File: config.mk
export PLATFORM = sky130hd
export DESIGN_NAME = fx_exp_arbiter
export DESIGN_NICKNAME = d
export VERILOG_FILES = /design/src/rtl/fpga_cfg_pkg.sv /design/src/rtl/fx_exp_arbiter.sv
export SDC_FILE = /design/constraint.sdc
export NUM_CORES = 1
export LEC_CHECK = 0
export CAP_MARGIN = 5
export CORE_ASPECT_RATIO = 1.2
export CORE_UTILIZATION = 31
export CTS_CLUSTER_DIAMETER = 100
export DETAILED_ROUTE_END_ITERATION = 6
export PLACE_DENSITY = 0.77
export SLEW_MARGIN = 5
export SYNTH_ARGS = -nofsm -noshare
export SYNTH_HDL_FRONTEND = slang
export SYNTH_SLANG_ARGS = --single-unit
File: constraint.sdc
create_clock -name clk -period 2.44 [get_ports clk]
set_input_delay 0.366 -clock clk [delete_from_list [all_inputs] [get_ports clk]]
set_output_delay 0.366 -clock clk [all_outputs]
set_load 0.03 [all_outputs]
File: src/rtl/fpga_cfg_pkg.sv
// Shared fixed-point configuration for the path-simulation datapath.
package fpga_cfg_pkg;
    localparam int FP_WIDTH = 16;
endpackage

File: src/rtl/fx_exp_arbiter.sv
// Round-robin share of one exp engine among N_REQ lanes with an in-order tag FIFO; 0-cycle request/response paths.
// Backpressure: issue stalls on eng_ready_out or a full tag FIFO; results stall on the owning lane's rsp_ready.
module fx_exp_arbiter #(
    parameter int N_REQ     = 4,
    parameter int WIDTH     = fpga_cfg_pkg::FP_WIDTH,
    parameter int TAG_DEPTH = 4
) (
    input  logic                            clk,
    input  logic                            rst_n,
    input  logic [N_REQ-1:0]                req_valid,
    output logic [N_REQ-1:0]                req_ready,
    input  logic [N_REQ-1:0][WIDTH-1:0]     req_a,
    output logic [N_REQ-1:0]                rsp_valid,
    input  logic [N_REQ-1:0]                rsp_ready,
    output logic [WIDTH-1:0]                rsp_result,
    output logic                            eng_valid_in,
    input  logic                            eng_ready_out,
    output logic [WIDTH-1:0]                eng_a,
    input  logic                            eng_valid_out,
    output logic                            eng_ready_in,
    input  logic [WIDTH-1:0]                eng_result,
    output logic [$clog2(TAG_DEPTH):0]      outstanding,
    output logic                            err_orphan
);
    localparam int IDW = $clog2(N_REQ);
    localparam int PW  = $clog2(TAG_DEPTH);
    localparam int CW  = PW + 1;

    logic [IDW-1:0] rr_ptr_q, rr_ptr_d;
    logic [IDW-1:0] lock_idx_q, lock_idx_d;
    logic           lock_vld_q, lock_vld_d;
    logic [IDW-1:0] tag_mem_q [TAG_DEPTH];
    logic [IDW-1:0] tag_mem_d [TAG_DEPTH];
    logic [PW-1:0]  wr_ptr_q, wr_ptr_d, rd_ptr_q, rd_ptr_d;
    logic [CW-1:0]  count_q, count_d;
    logic           err_orphan_q, err_orphan_d;

    logic [IDW-1:0] grant;
    logic [IDW-1:0] head;
    logic           found, any_vld, tag_full, fifo_empty, push, pop;

    // A stalled grant stays locked so eng_a cannot change under a pending handshake.
    always_comb begin
        grant = rr_ptr_q;
        found = 1'b0;
        if (lock_vld_q && req_valid[lock_idx_q]) begin
            grant = lock_idx_q;
        end else begin
            for (int k = 0; k < N_REQ; k++) begin
                if (!found && req_valid[(int'(rr_ptr_q) + k) % N_REQ]) begin
                    grant = IDW'((int'(rr_ptr_q) + k) % N_REQ);
                    found = 1'b1;
                end
            end
        end
    end

    assign any_vld      = |req_valid;
    assign fifo_empty   = (count_q == '0);
    assign tag_full     = (count_q == CW'(TAG_DEPTH));
    assign head         = tag_mem_q[rd_ptr_q];
    assign eng_valid_in = any_vld && !tag_full;
    assign eng_a        = req_a[grant];
    assign push         = eng_valid_in && eng_ready_out;
    // Orphan results are drained unconditionally so the engine never wedges.
    assign eng_ready_in = fifo_empty ? 1'b1 : rsp_ready[head];
    assign pop          = eng_valid_out && eng_ready_in && !fifo_empty;
    assign rsp_result   = eng_result;
    assign outstanding  = count_q;
    assign err_orphan   = err_orphan_q;

    always_comb begin
        req_ready = '0;
        rsp_valid = '0;
        for (int i = 0; i < N_REQ; i++) begin
            req_ready[i] = (IDW'(i) == grant) && any_vld && eng_ready_out && !tag_full;
            rsp_valid[i] = (IDW'(i) == head) && eng_valid_out && !fifo_empty;
        end
    end

    always_comb begin
        rr_ptr_d     = rr_ptr_q;
        lock_idx_d   = lock_idx_q;
        lock_vld_d   = lock_vld_q;
        tag_mem_d    = tag_mem_q;
        wr_ptr_d     = wr_ptr_q;
        rd_ptr_d     = rd_ptr_q;
        count_d      = count_q;
        err_orphan_d = err_orphan_q || (eng_valid_out && fifo_empty);
        if (push) begin
            rr_ptr_d             = (grant == IDW'(N_REQ - 1)) ? '0 : grant + IDW'(1);
            lock_vld_d           = 1'b0;
            tag_mem_d[wr_ptr_q]  = grant;
            wr_ptr_d             = wr_ptr_q + PW'(1);
        end else if (eng_valid_in) begin
            lock_vld_d = 1'b1;
            lock_idx_d = grant;
        end
        if (pop) begin
            rd_ptr_d = rd_ptr_q + PW'(1);
        end
        if (push && !pop) begin
            count_d = count_q + CW'(1);
        end else if (pop && !push) begin
            count_d = count_q - CW'(1);
        end
    end

    always_ff @(posedge clk or negedge rst_n) begin
        if (!rst_n) begin
            rr_ptr_q     <= '0;
            lock_idx_q   <= '0;
            lock_vld_q   <= 1'b0;
            wr_ptr_q     <= '0;
            rd_ptr_q     <= '0;
            count_q      <= '0;
            err_orphan_q <= 1'b0;
        end else begin
            rr_ptr_q     <= rr_ptr_d;
            lock_idx_q   <= lock_idx_d;
            lock_vld_q   <= lock_vld_d;
            wr_ptr_q     <= wr_ptr_d;
            rd_ptr_q     <= rd_ptr_d;
            count_q      <= count_d;
            err_orphan_q <= err_orphan_d;
        end
    end

    always_ff @(posedge clk) begin
        tag_mem_q <= tag_mem_d;
    end
endmodule

==> impl_metrics.toml <==
[timing]
setup-violations-final = 23
slew_headroom_pct = 59.9
fin_ws_ns = -0.197
rsz0062_at_grt = "true"
hold_violations = 0
skew_ns = 0.00293
fmax_ghz = 0.379
slew_violations = 0
tightest_slew_ns = 0.600
whs_ns = 0.458
min_period_ns = 2.64
post-route-period-util_pct = 108

[grt]
grt_max_degree = 30
grt_pass1_wl_um = 7670
grtUsageTotal_pct = 15.7
gr-total-overflow = 0
grt_antenna_before_repair = 0
grt_pass1_vias = 1770

[placed_design]
place.port_buffers = 105
dp_hpwl_um = 3710
gp_congestion = 0.859

[routing]
dr.pass1.iters = 4
vias = 1792
routedWlPerCell_um = 14.4
drt_iter0_markers = 55
ant_nets = 0
viasPerCell = 4.67
drc = 0
wl_um = 5530

[yosys]
syn_avg_cell_area_um2 = 10.6
synth_seq_area_share_pct = 30.6
synthesis.nets = 277
synthesis.area_um2 = 1850
synth_edf_count = 8
synthTopCellsByArea = "mux2i_1 27%, dfrtp_1 18%, edfxtp_1 13%"
synth_top_area_share_pct = 26.6
yosys_register_bits = 21
synthCells = 175
yosysTopAreaCell = "mux2i_1"
synth_warnings = 0
synthFlopType = "dfrtp_1"
synth_common_cells = "49 x mux2i_1, 17 x buf_4, 13 x dfrtp_1"
ys_async_sr_fraction_pct = 61.9
synth.most_common_cell = "mux2i_1"
synth_cell_types = 35

[critical_path]
reg2regPathDepth = 9
cp_slowest_cell = "dfrtp_2"
crit_family = "multiplexers"
slowest_delay_ns = 0.44
crit_fanout = 5
cp-start-kind = "flop"
required_ns = 2.07
worst_setup_path_end_kind = "output pin"
cpMostUsedCell = "mux2_4"
arrival_ns = 2.27
critical_path_class = "flop to output pin"
cp.buffers_inverters = 2
worstSetupPathDepth = 7
cp_cell_sequence = "mux2_4, a31o_4, mux2_4, buf_12, ha_4, and3_4, buf_6"

[flow_run]
cap_viol_max_count = 0

[floorplan]
initial_core_util_pct = 32.4
num_io_pins = 138
core-area_um2 = 5710
fp.dieArea_um2 = 6270
die_w_um = 72.5
die_h_um = 86.6
row_count = 30

[status]
violations = "setup timing"
status = "finished with violations"

[layout]
fin_nets = 407
num_antenna_cells = 0
drive_above_1_share_pct = 34.9
area_delta_synth_final_pct = 90.7

[pwr]
p_leak_nw = 1.54
power.total_mw = 4.79
max-vdd-ir-drop_mv = 0.728
power.density_nw_per_um2 = 1360

[cts]
cts-htree-levels = 1
clk_latency_ns = 0.26
cts.reportedPaths.clkPinSlew_ns = 0.07
cts_root_buffer = "clkbuf_8"
cts_made_buffers = 3
clockBufferDepth = 2
cts_tree = "built"
clkSinkCount = 21
ctsHoldBuffers = 0

[min_path]
hold_depth = 1
hp-class = "flop to flop"
==> cells in the final DEF (no fill, tap or decap), drive strengths merged, types with 2 or more instances in the layout <==
cell type	netlist	layout
mux2	5	6
xor2	2	2
nand2	9	9
xnor2	4	4
mux2i	49	49
nor2	7	7
edfxtp	8	8
dfrtp	13	13
ha	9	9
dlygate4sd2	0	7
mux4	3	3
clkbuf	1	8
a21o	2	2
clkdlybuf4s50	0	75
a211oi	2	2
o21ai	3	3
nand3	2	2
nor3b	2	2
nor2b	4	4
buf	22	61
inv	8	7
nand2b	2	2
and3	9	9
==> registers in the layout, indices dropped and copies added (netlist names) <==
register	count
lock_idx_q	2
tag_mem_q	8
wr_ptr_q	2
err_orphan	1
rd_ptr_q	2
lock_vld_q	1
rr_ptr_q	2
outstanding	3
==> layer usage <==
metal	wire length, um	track usage [%]	share of wire, %	vias to the layer above
met1	2010	16.0	36	835
li1	-	-	-	869
met2	3140	31.3	57	81
met5	0	0	0	-
met4	80	5.70	1.4	0
met3	296	2.56	5.4	7
==> layout make-up <==
type	count	area [um2]
fill	485	2180
sequential	21	567
tap	80	100
timing repair buffer	147	1470
multi-input combinational	124	1300
clock buffer	4	45.0
inverter	8	36.3
==> final timing paths <==
kind                                                 from                         end  slack [ns]
worst max-delay path            lock_idx_q[0]$_DFFE_PN0P_                req_ready[3]       -0.20
worst min-delay path                 err_orphan$_DFF_PN0_        err_orphan$_DFF_PN0_        0.46
worst max register to register    rd_ptr_q[0]$_DFFE_PN0P_  outstanding[2]$_DFFE_PN0P_       -0.18
worst min register to register       err_orphan$_DFF_PN0_        err_orphan$_DFF_PN0_        0.46
max in group asynchronous                           rst_n   lock_idx_q[0]$_DFFE_PN0P_        1.54
min in group asynchronous                           rst_n  outstanding[1]$_DFFE_PN0P_        0.48
==> metrics by stage <==
stage | setup TNS (ns) | instances | util [%] | worst slack (ns) | cell area (um2)
after floorplan | -0.141 | 175 | - | -0.0816 | 1860
after global placement | -7.94 | 356 | 52.0 | -0.418 | 2970
after detailed placement | -8.40 | 356 | 52.0 | -0.416 | 2970
after CTS | -2.41 | 369 | 57.3 | -0.199 | 3270
after global routing | -4.55 | 384 | 61.7 | -0.261 | 3520
final | -2.59 | 384 | 61.7 | -0.197 | 3520
==> repair_timing <==
action | in CTS | in global routing
setup endpoints to repair | 27 | 25
pin swaps | 6 | 8
gates resized for setup | 48 | 26
buffers inserted | 7 | 11
cloned | 2 | 4
==> where the power goes <==
group / switching (mW) / internal, mW / leakage [nW]
combinational: 1.84 / 2.04 / 1.30
clock: 0.115 / 0.117 / 0.0228
sequential: 0.142 / 0.542 / 0.224
==> logic make-up after synthesis <==
family                     Yosys count  synth area share, %
AOI/OAI and AO/OA                   12                 4.47
and+or+nand+nor                     38                 11.0
muxes                               57                 33.5
DFF                                 21                 30.6
xor gates and xnor gates             6                 2.85
adders and majority gates           10                 7.18
buffers and inverters               31                 10.4
==> worst reg2reg max path: stages, from the launching register on <==
cell and delay (ns):
dfrtp_1 0.43, mux4_2 0.56, mux4_2 0.49, nand2_2 0.13, ha_4 0.14, inv_2 0.04, fa_2 0.33, xor2_1 0.14
nor2_1 0.12, xor2_1 0.16
Note: power is estimated with default switching activity, not from simulation.
